==> config.mk <==
export PLATFORM = sky130hd
export DESIGN_NAME = ysyx_22040127_ifu_flat
export DESIGN_NICKNAME = d
export VERILOG_FILES = /design/src/rtl/ysyx_22040127_ifu_pkg.sv /design/src/rtl/ysyx_22040127_ifu_if.sv /design/src/rtl/ysyx_22040127_ifu.sv /design/src/flat_wrapper.sv
export SDC_FILE = /design/constraint.sdc
export NUM_CORES = 1
export LEC_CHECK = 0
export BUFFER_PORTS_ARGS = -buffer_cell sky130_fd_sc_hd__buf_2
export CAP_MARGIN = 20
export CORE_ASPECT_RATIO = 0.8
export CORE_MARGIN = 2
export CORE_UTILIZATION = 50
export DETAILED_ROUTE_END_ITERATION = 8
export PLACE_DENSITY = 0.79
export SLEW_MARGIN = 30
export SYNTH_ARGS = -nofsm -noshare
export SYNTH_HDL_FRONTEND = slang
export SYNTH_SLANG_ARGS = --single-unit
==> constraint.sdc <==
create_clock -name clk -period 6.65 [get_ports clk]
set_clock_uncertainty 0.2 [all_clocks]
set_input_delay 1.33 -clock clk [delete_from_list [all_inputs] [get_ports clk]]
set_output_delay 1.33 -clock clk [all_outputs]
set_load 0.03 [all_outputs]
==> src/rtl/ysyx_22040127_ifu_pkg.sv <==
// Shared definitions for the ysyx_22040127 instruction fetch unit:
// FSM state encodings, the default reset PC and the canonical NOP word.
package ysyx_22040127_ifu_pkg;

  typedef enum logic [1:0] {
    IFU_REQ  = 2'd0,
    IFU_WAIT = 2'd1,
    IFU_HOLD = 2'd2
  } ifu_state_e;

  localparam logic [63:0] IFU_RESET_PC = 64'h0000_0000_8000_0000;
  localparam logic [31:0] INST_NOP     = 32'h0000_0013;

  // Redirect targets must land on a 4-byte boundary.
  function automatic logic [63:0] ifu_align4(input logic [63:0] pc);
    return pc & ~64'h0000_0000_0000_0003;
  endfunction

endpackage

==> src/rtl/ysyx_22040127_ifu_if.sv <==
// Fetch-unit bus bundle: instruction-memory request/response, decode handshake
// and execute redirect. master = fetch unit side, slave = memory/decode/execute side.
interface ysyx_22040127_ifu_if #(
  parameter int XLEN = 64
);
  logic            imem_req_valid;
  logic            imem_req_ready;
  logic [XLEN-1:0] imem_req_addr;
  logic            imem_resp_valid;
  logic [31:0]     imem_resp_data;
  logic            inst_valid;
  logic            inst_ready;
  logic [31:0]     instruction;
  logic [XLEN-1:0] inst_pc;
  logic            redirect_valid;
  logic [XLEN-1:0] redirect_pc;

  modport master (
    output imem_req_valid, imem_req_addr,
    input  imem_req_ready, imem_resp_valid, imem_resp_data,
    output inst_valid, instruction, inst_pc,
    input  inst_ready,
    input  redirect_valid, redirect_pc
  );

  modport slave (
    input  imem_req_valid, imem_req_addr,
    output imem_req_ready, imem_resp_valid, imem_resp_data,
    input  inst_valid, instruction, inst_pc,
    output inst_ready,
    output redirect_valid, redirect_pc
  );

endinterface

==> src/rtl/ysyx_22040127_ifu.sv <==
// Instruction fetch unit: owns the PC, issues one outstanding 32-bit fetch at a
// time, buffers the returned word for decode and honours execute redirects.
module ysyx_22040127_ifu
  import ysyx_22040127_ifu_pkg::*;
#(
  parameter int              XLEN     = 64,
  parameter logic [XLEN-1:0] RESET_PC = XLEN'(IFU_RESET_PC)
) (
  input  logic                  clk,
  input  logic                  rst,
  ysyx_22040127_ifu_if.master   bus,
  output logic [63:0]           fetch_cnt
);

  ifu_state_e      state_q, state_d;
  logic [XLEN-1:0] fetch_pc_q, fetch_pc_d;
  logic [XLEN-1:0] pc_buf_q, pc_buf_d;
  logic            kill_q, kill_d;
  logic [31:0]     inst_buf_q, inst_buf_d;
  logic [63:0]     fetch_cnt_q, fetch_cnt_d;

  logic [XLEN-1:0] redirect_tgt_s;
  logic            handshake_s;

  assign redirect_tgt_s = XLEN'(ifu_align4(64'(bus.redirect_pc)));
  assign handshake_s    = (state_q == IFU_HOLD) && bus.inst_ready;

  // Next-state logic; a redirect overrides the normal flow in every state.
  always_comb begin
    state_d     = state_q;
    fetch_pc_d  = fetch_pc_q;
    pc_buf_d    = pc_buf_q;
    kill_d      = kill_q;
    inst_buf_d  = inst_buf_q;
    fetch_cnt_d = handshake_s ? (fetch_cnt_q + 64'd1) : fetch_cnt_q;

    if (bus.redirect_valid) begin
      fetch_pc_d = redirect_tgt_s;
    end else begin
      fetch_pc_d = fetch_pc_q;
    end

    case (state_q)
      IFU_REQ: begin
        if (bus.imem_req_ready) begin
          state_d = IFU_WAIT;
          kill_d  = bus.redirect_valid;
        end else begin
          state_d = IFU_REQ;
        end
      end
      IFU_WAIT: begin
        if (bus.imem_resp_valid) begin
          kill_d = 1'b0;
          if (!kill_q && !bus.redirect_valid) begin
            inst_buf_d = bus.imem_resp_data;
            pc_buf_d   = fetch_pc_q;
            fetch_pc_d = fetch_pc_q + XLEN'(3'd4);
            state_d    = IFU_HOLD;
          end else begin
            state_d = IFU_REQ;
          end
        end else if (bus.redirect_valid) begin
          kill_d = 1'b1;
        end else begin
          kill_d = kill_q;
        end
      end
      IFU_HOLD: begin
        if (bus.redirect_valid || bus.inst_ready) begin
          state_d = IFU_REQ;
        end else begin
          state_d = IFU_HOLD;
        end
      end
      default: begin
        state_d = IFU_REQ;
        kill_d  = 1'b0;
      end
    endcase
  end

  // State and datapath registers with synchronous reset.
  always_ff @(posedge clk) begin
    if (rst) begin
      state_q     <= IFU_REQ;
      fetch_pc_q  <= RESET_PC;
      pc_buf_q    <= {XLEN{1'b0}};
      kill_q      <= 1'b0;
      inst_buf_q  <= 32'h0000_0000;
      fetch_cnt_q <= 64'd0;
    end else begin
      state_q     <= state_d;
      fetch_pc_q  <= fetch_pc_d;
      pc_buf_q    <= pc_buf_d;
      kill_q      <= kill_d;
      inst_buf_q  <= inst_buf_d;
      fetch_cnt_q <= fetch_cnt_d;
    end
  end

  // The request is masked while rst is held so nothing is issued during reset.
  assign bus.imem_req_valid = (state_q == IFU_REQ) && !rst;
  assign bus.imem_req_addr  = fetch_pc_q;
  assign bus.inst_valid     = (state_q == IFU_HOLD);
  assign bus.instruction    = inst_buf_q;
  assign bus.inst_pc        = pc_buf_q;
  assign fetch_cnt          = fetch_cnt_q;

endmodule
==> src/flat_wrapper.sv <==
// flat-port wrapper written by rule: the top's interface ports become plain ports
module ysyx_22040127_ifu_flat import ysyx_22040127_ifu_pkg::*;
#(
  parameter int              XLEN     = 64,
  parameter logic [XLEN-1:0] RESET_PC = XLEN'(IFU_RESET_PC)
)
  (clk, rst, fetch_cnt, bus_imem_req_valid, bus_imem_req_addr, bus_imem_req_ready, bus_imem_resp_valid, bus_imem_resp_data, bus_inst_valid, bus_instruction, bus_inst_pc, bus_inst_ready, bus_redirect_valid, bus_redirect_pc);
  ysyx_22040127_ifu_if #(.XLEN(XLEN)) bus_i ();
  input  logic clk;
  input  logic rst;
  output logic [63:0] fetch_cnt;
  output wire logic [$bits(bus_i.imem_req_valid)-1:0] bus_imem_req_valid;
  output wire logic [$bits(bus_i.imem_req_addr)-1:0] bus_imem_req_addr;
  input wire logic [$bits(bus_i.imem_req_ready)-1:0] bus_imem_req_ready;
  input wire logic [$bits(bus_i.imem_resp_valid)-1:0] bus_imem_resp_valid;
  input wire logic [$bits(bus_i.imem_resp_data)-1:0] bus_imem_resp_data;
  output wire logic [$bits(bus_i.inst_valid)-1:0] bus_inst_valid;
  output wire logic [$bits(bus_i.instruction)-1:0] bus_instruction;
  output wire logic [$bits(bus_i.inst_pc)-1:0] bus_inst_pc;
  input wire logic [$bits(bus_i.inst_ready)-1:0] bus_inst_ready;
  input wire logic [$bits(bus_i.redirect_valid)-1:0] bus_redirect_valid;
  input wire logic [$bits(bus_i.redirect_pc)-1:0] bus_redirect_pc;
  assign bus_imem_req_valid = bus_i.imem_req_valid;
  assign bus_imem_req_addr = bus_i.imem_req_addr;
  assign bus_i.imem_req_ready = bus_imem_req_ready;
  assign bus_i.imem_resp_valid = bus_imem_resp_valid;
  assign bus_i.imem_resp_data = bus_imem_resp_data;
  assign bus_inst_valid = bus_i.inst_valid;
  assign bus_instruction = bus_i.instruction;
  assign bus_inst_pc = bus_i.inst_pc;
  assign bus_i.inst_ready = bus_inst_ready;
  assign bus_i.redirect_valid = bus_redirect_valid;
  assign bus_i.redirect_pc = bus_redirect_pc;
  ysyx_22040127_ifu #(.XLEN(XLEN), .RESET_PC(RESET_PC)) u_core (.clk(clk), .rst(rst), .bus(bus_i), .fetch_cnt(fetch_cnt));
endmodule
# After elaboration in Yosys (flattened, before gate mapping)
# Index checks and enable logic that the tools add are counted.
# word_totals
register_bits	227
latchBits	0
inputBits	102
mem_count	0
rom_bits	0
out_inout_bits	226
mem_bits_rw	0
word_cells	37
# classes
eq_ne	5
div_mod_pow	0
n_lt_le_gt_ge	0
multipliers	0
addsub	2
n_shift	0
n_reduce_logical	10
bitwise	1
mux	13
# op_table
op	n
64-bit 2-to-1 mux	4
64-bit by 1-bit adder with 64-bit output, second input constant	1
64-bit by 3-bit adder with 64-bit output, second input constant	1
2-bit 2-to-1 mux	3
2-bit case mux with 3 select lines	1
3-bit AND reduction	2
1-bit 2-to-1 mux	4
2-bit inequality test, second input constant	2
1-bit logical AND	3
1-bit zero test	3
3-bit inequality test, second input constant	1
1-bit case mux with 3 select lines	1
2-bit by 1-bit equality test with 1-bit output, second input constant	1
2-bit equality test, second input constant	1
2-bit zero test	1
1-bit logical OR	1
1-bit inverter	1

# Longest topological paths before layout
# depth
ltp_word	5
ltp_mapped	9
depth_no_buf	7

# Worst setup path after synthesis
# No wires, ideal clock.
# synth_path
path_kind	input-to-output
from	input port rst
to	output port bus_imem_req_valid
cell_stages	3
setup_slack_ns	2.746
t_required_ns	5.120
path_buffers	2
t_arrival_ns	2.374
path_cell_list	clkbuf_1 buf_1 nor3_1
# synth_via
elab_chain_cells	2
# synth_rtl
element	line_no	source
from (decl)	flat_wrapper.sv:10	input logic rst;
1-bit zero test	ysyx_22040127_ifu.sv:103	assign bus.imem_req_valid = (state_q == IFU_REQ) && !rst;
1-bit logical AND	ysyx_22040127_ifu.sv:103	
to (decl)	flat_wrapper.sv:12	output wire logic [$bits(bus_i.imem_req_valid)-1:0] bus_imem_req_valid;
# Every way passes these cells.

# Worst setup path after layout
# Same ends and word-level chain as after synthesis.

==> impl_metrics.yaml <==
flow_run:
  cap_violations: 0
drt:
  wl_per_cell_um: 16.8
  drt_iter0_drc: 857
  first_pass_iters: 5
  via_per_inst: 5.54
  dr_total_vias: 10100
  antenna_left: 0
  routed_wl_mm: 30.7
  drc: 0
synth:
  synthesis.area_mm2: 0.0100
  yosys_warnings: 0
  syn_nets: 1358
  synth.top_cell.area_share_pct: 45.3
  ys_types: 53
  yosys-top-cells-count: "nand2_1 (259), dfxtp_1 (227), a21oi_1 (143)"
  avgSynthCellArea_um2: 7.99
  synth-edff-count: 0
  synthFlopType: "dfxtp_1"
  seq_area_frac_synth_pct: 45.3
  synth.top_cells.by_area: "dfxtp_1 (45%), nand2_1 (9.7%), a21oi_1 (7.1%)"
  synth_most_common_cell: "nand2_1"
  synth_cells: 1254
  synthArstFlopShare_pct: 0
  synth_top_cell_by_area: "dfxtp_1"
  synth_seq_cells: 227
clock_tree:
  h-tree-depth: 1
  cts-buffers-inserted: 24
  tritoncts: "yes"
  ctsResizeCount: 0
  ctsLongestPathBuffers: 3
  path_clk_slew_ps: 60
  cts-root-buf: "clkbuf_16"
  cts_setup_buffers: 0
  holdBufCountCts: 0
  clock-sinks: 227
  clock_latency_ps: 510
power_and_ir_drop:
  powerDensity_mw_per_mm2: 251
  p_leak_nw: 5.29
  ir_drop_mv: 0.214
grt:
  grt_pass1_vias: 9010
  grt_antenna_before_repair: 4
  grt_max_degree: 142
  gr-usage-all-layers_pct: 27.3
  grt_pass1_wl_mm: 47.3
  overflow: 0
sta:
  clock.fmax_ghz: 0.253
  final-hold-violation-count: 0
  setup_viol: 0
  grt_setup_unrepaired: "false"
  period_share_pct: 59.3
  slew_headroom_pct: 33.1
  finalSetupTns_ps: 0
  tightest_slew_ps: 1000
  drv_slew: 0
  finalCriticalPeriod_ps: 3950
cells_and_area:
  final_layout_size_suffix_gt1_share_pct: 24.8
  synthToLayoutAreaGrowth_pct: 26.4
  multiInputGateArea_mm2: 0.00516
  final_cells: 1824
  fillCellCount: 1715
  nNetsFinal: 1641
  seq_area_mm2: 0.00454
floorplan:
  start_util_pct: 50.8
  die_area_mm2: 0.0212
  coreArea_mm2: 0.0197
  ios: 328
  num_rows: 46
  die_x_um: 162
  die_height_um: 131
placement:
  placed_cells: 1775
  place_congestion: 0.850
  port_buffers: 325
  dp_hpwl_mm: 21.0
critical_path:
  worstSetupPathType: "in2out"
  worstPathRequired_ps: 5120
  critPathArrivalTime_ps: 2420
  end_kind: "output pin"
  path_max_fanout: 141
  start_kind: "input port"
hold_path:
  hp-class: "reg2reg"
run_status:
  status: "complete, no violations"
-- final cells by class --
type	count	area share (%)
Antenna cell	5	0.0987
Clock buffer	36	5.82
Clock inverter	8	1.11
Inverter	12	0.375
Multi-Input combinational cell	939	40.8
Sequential cell	227	35.9
Tap cell	264	2.61
Timing Repair Buffer	333	13.4
-- critical path: stages --
cell      delay [ps]
clkbuf_8         410
nor3_1           370
buf_2            260
-- per-stage QoR --
step	hold slack, ps	utilization (%)	setup slack (ps)	power [mW]	cell area [µm²]
after detailed placement	244	59.7	2550	1.72	11800
after floorplan	275	-	2750	1.62	10000
after global routing	268	64.2	2610	3.27	12700
after CTS	253	64.1	2610	3.19	12700
after global placement	238	59.7	2600	1.72	11800
final	249	64.2	2700	3.17	12700
-- sequential cells by signal (all words and copies together) (netlist names) --
register	flops
u_core.kill_q	1
u_core.bus.inst_pc	64
u_core.bus.imem_req_addr	64
u_core.bus.instruction	32
u_core.state_q	2
u_core.fetch_cnt	64
-- routing by layer --
layer,global-route usage [%],wire (µm),vias to the layer above
met2,44.4,14000,437
li1,-,-,4914
met1,36.2,13100,4705
met4,8.22,770,0
met5,0,0,-
met3,7.04,2880,53
-- cell families after synthesis --
family	after synthesis	synth area share, %
muxes	15	1.50
xor gates and xnor gates	95	8.30
AOI/OAI and AO/OA	202	11.4
buffers and inverters	88	3.32
adders and majority gates	2	0.250
DFF	227	45.3
and+or+nand+nor	625	29.9
-- final timing paths --
| path | startpoint | endpoint | slack (ps) | cells after the start |
|---|---|---|---|---|
| worst max register to register | u_core.bus.imem_req_addr[13]$_SDFF_PP0_ | u_core.bus.imem_req_addr[63]$_SDFF_PP0_ | 3360 | 6 |
| worst max-delay path | rst | bus_imem_req_valid | 2700 | 3 |
| worst min register to register | u_core.bus.instruction[12]$_SDFFE_PP0P_ | u_core.bus.instruction[12]$_SDFFE_PP0P_ | 250 | 2 |
| worst min-delay path | u_core.bus.instruction[12]$_SDFFE_PP0P_ | u_core.bus.instruction[12]$_SDFFE_PP0P_ | 250 | 2 |
-- power breakdown --
group	leakage (nW)	internal, mW	switching, mW
combinational	3.01	0.0855	0.169
sequential	1.84	1.39	0.0501
clock	0.435	0.918	0.558
total	5.29	2.40	0.778
-- cell usage in the layout (no fill, tap or decap), drive strengths merged, types with 12 or more instances in the layout --
master / instances
nor3: 24
inv: 12
nor4: 21
clkbuf: 37
nand4: 45
mux2i: 15
a21oi: 143
xnor2: 48
nand2: 259
dfxtp: 227
and3: 27
buf: 332
and2: 13
nand3: 51
a211oi: 19
nor2: 126
or3: 17
and4: 20
xor2: 47
Power figures use the tool's default switching activity.
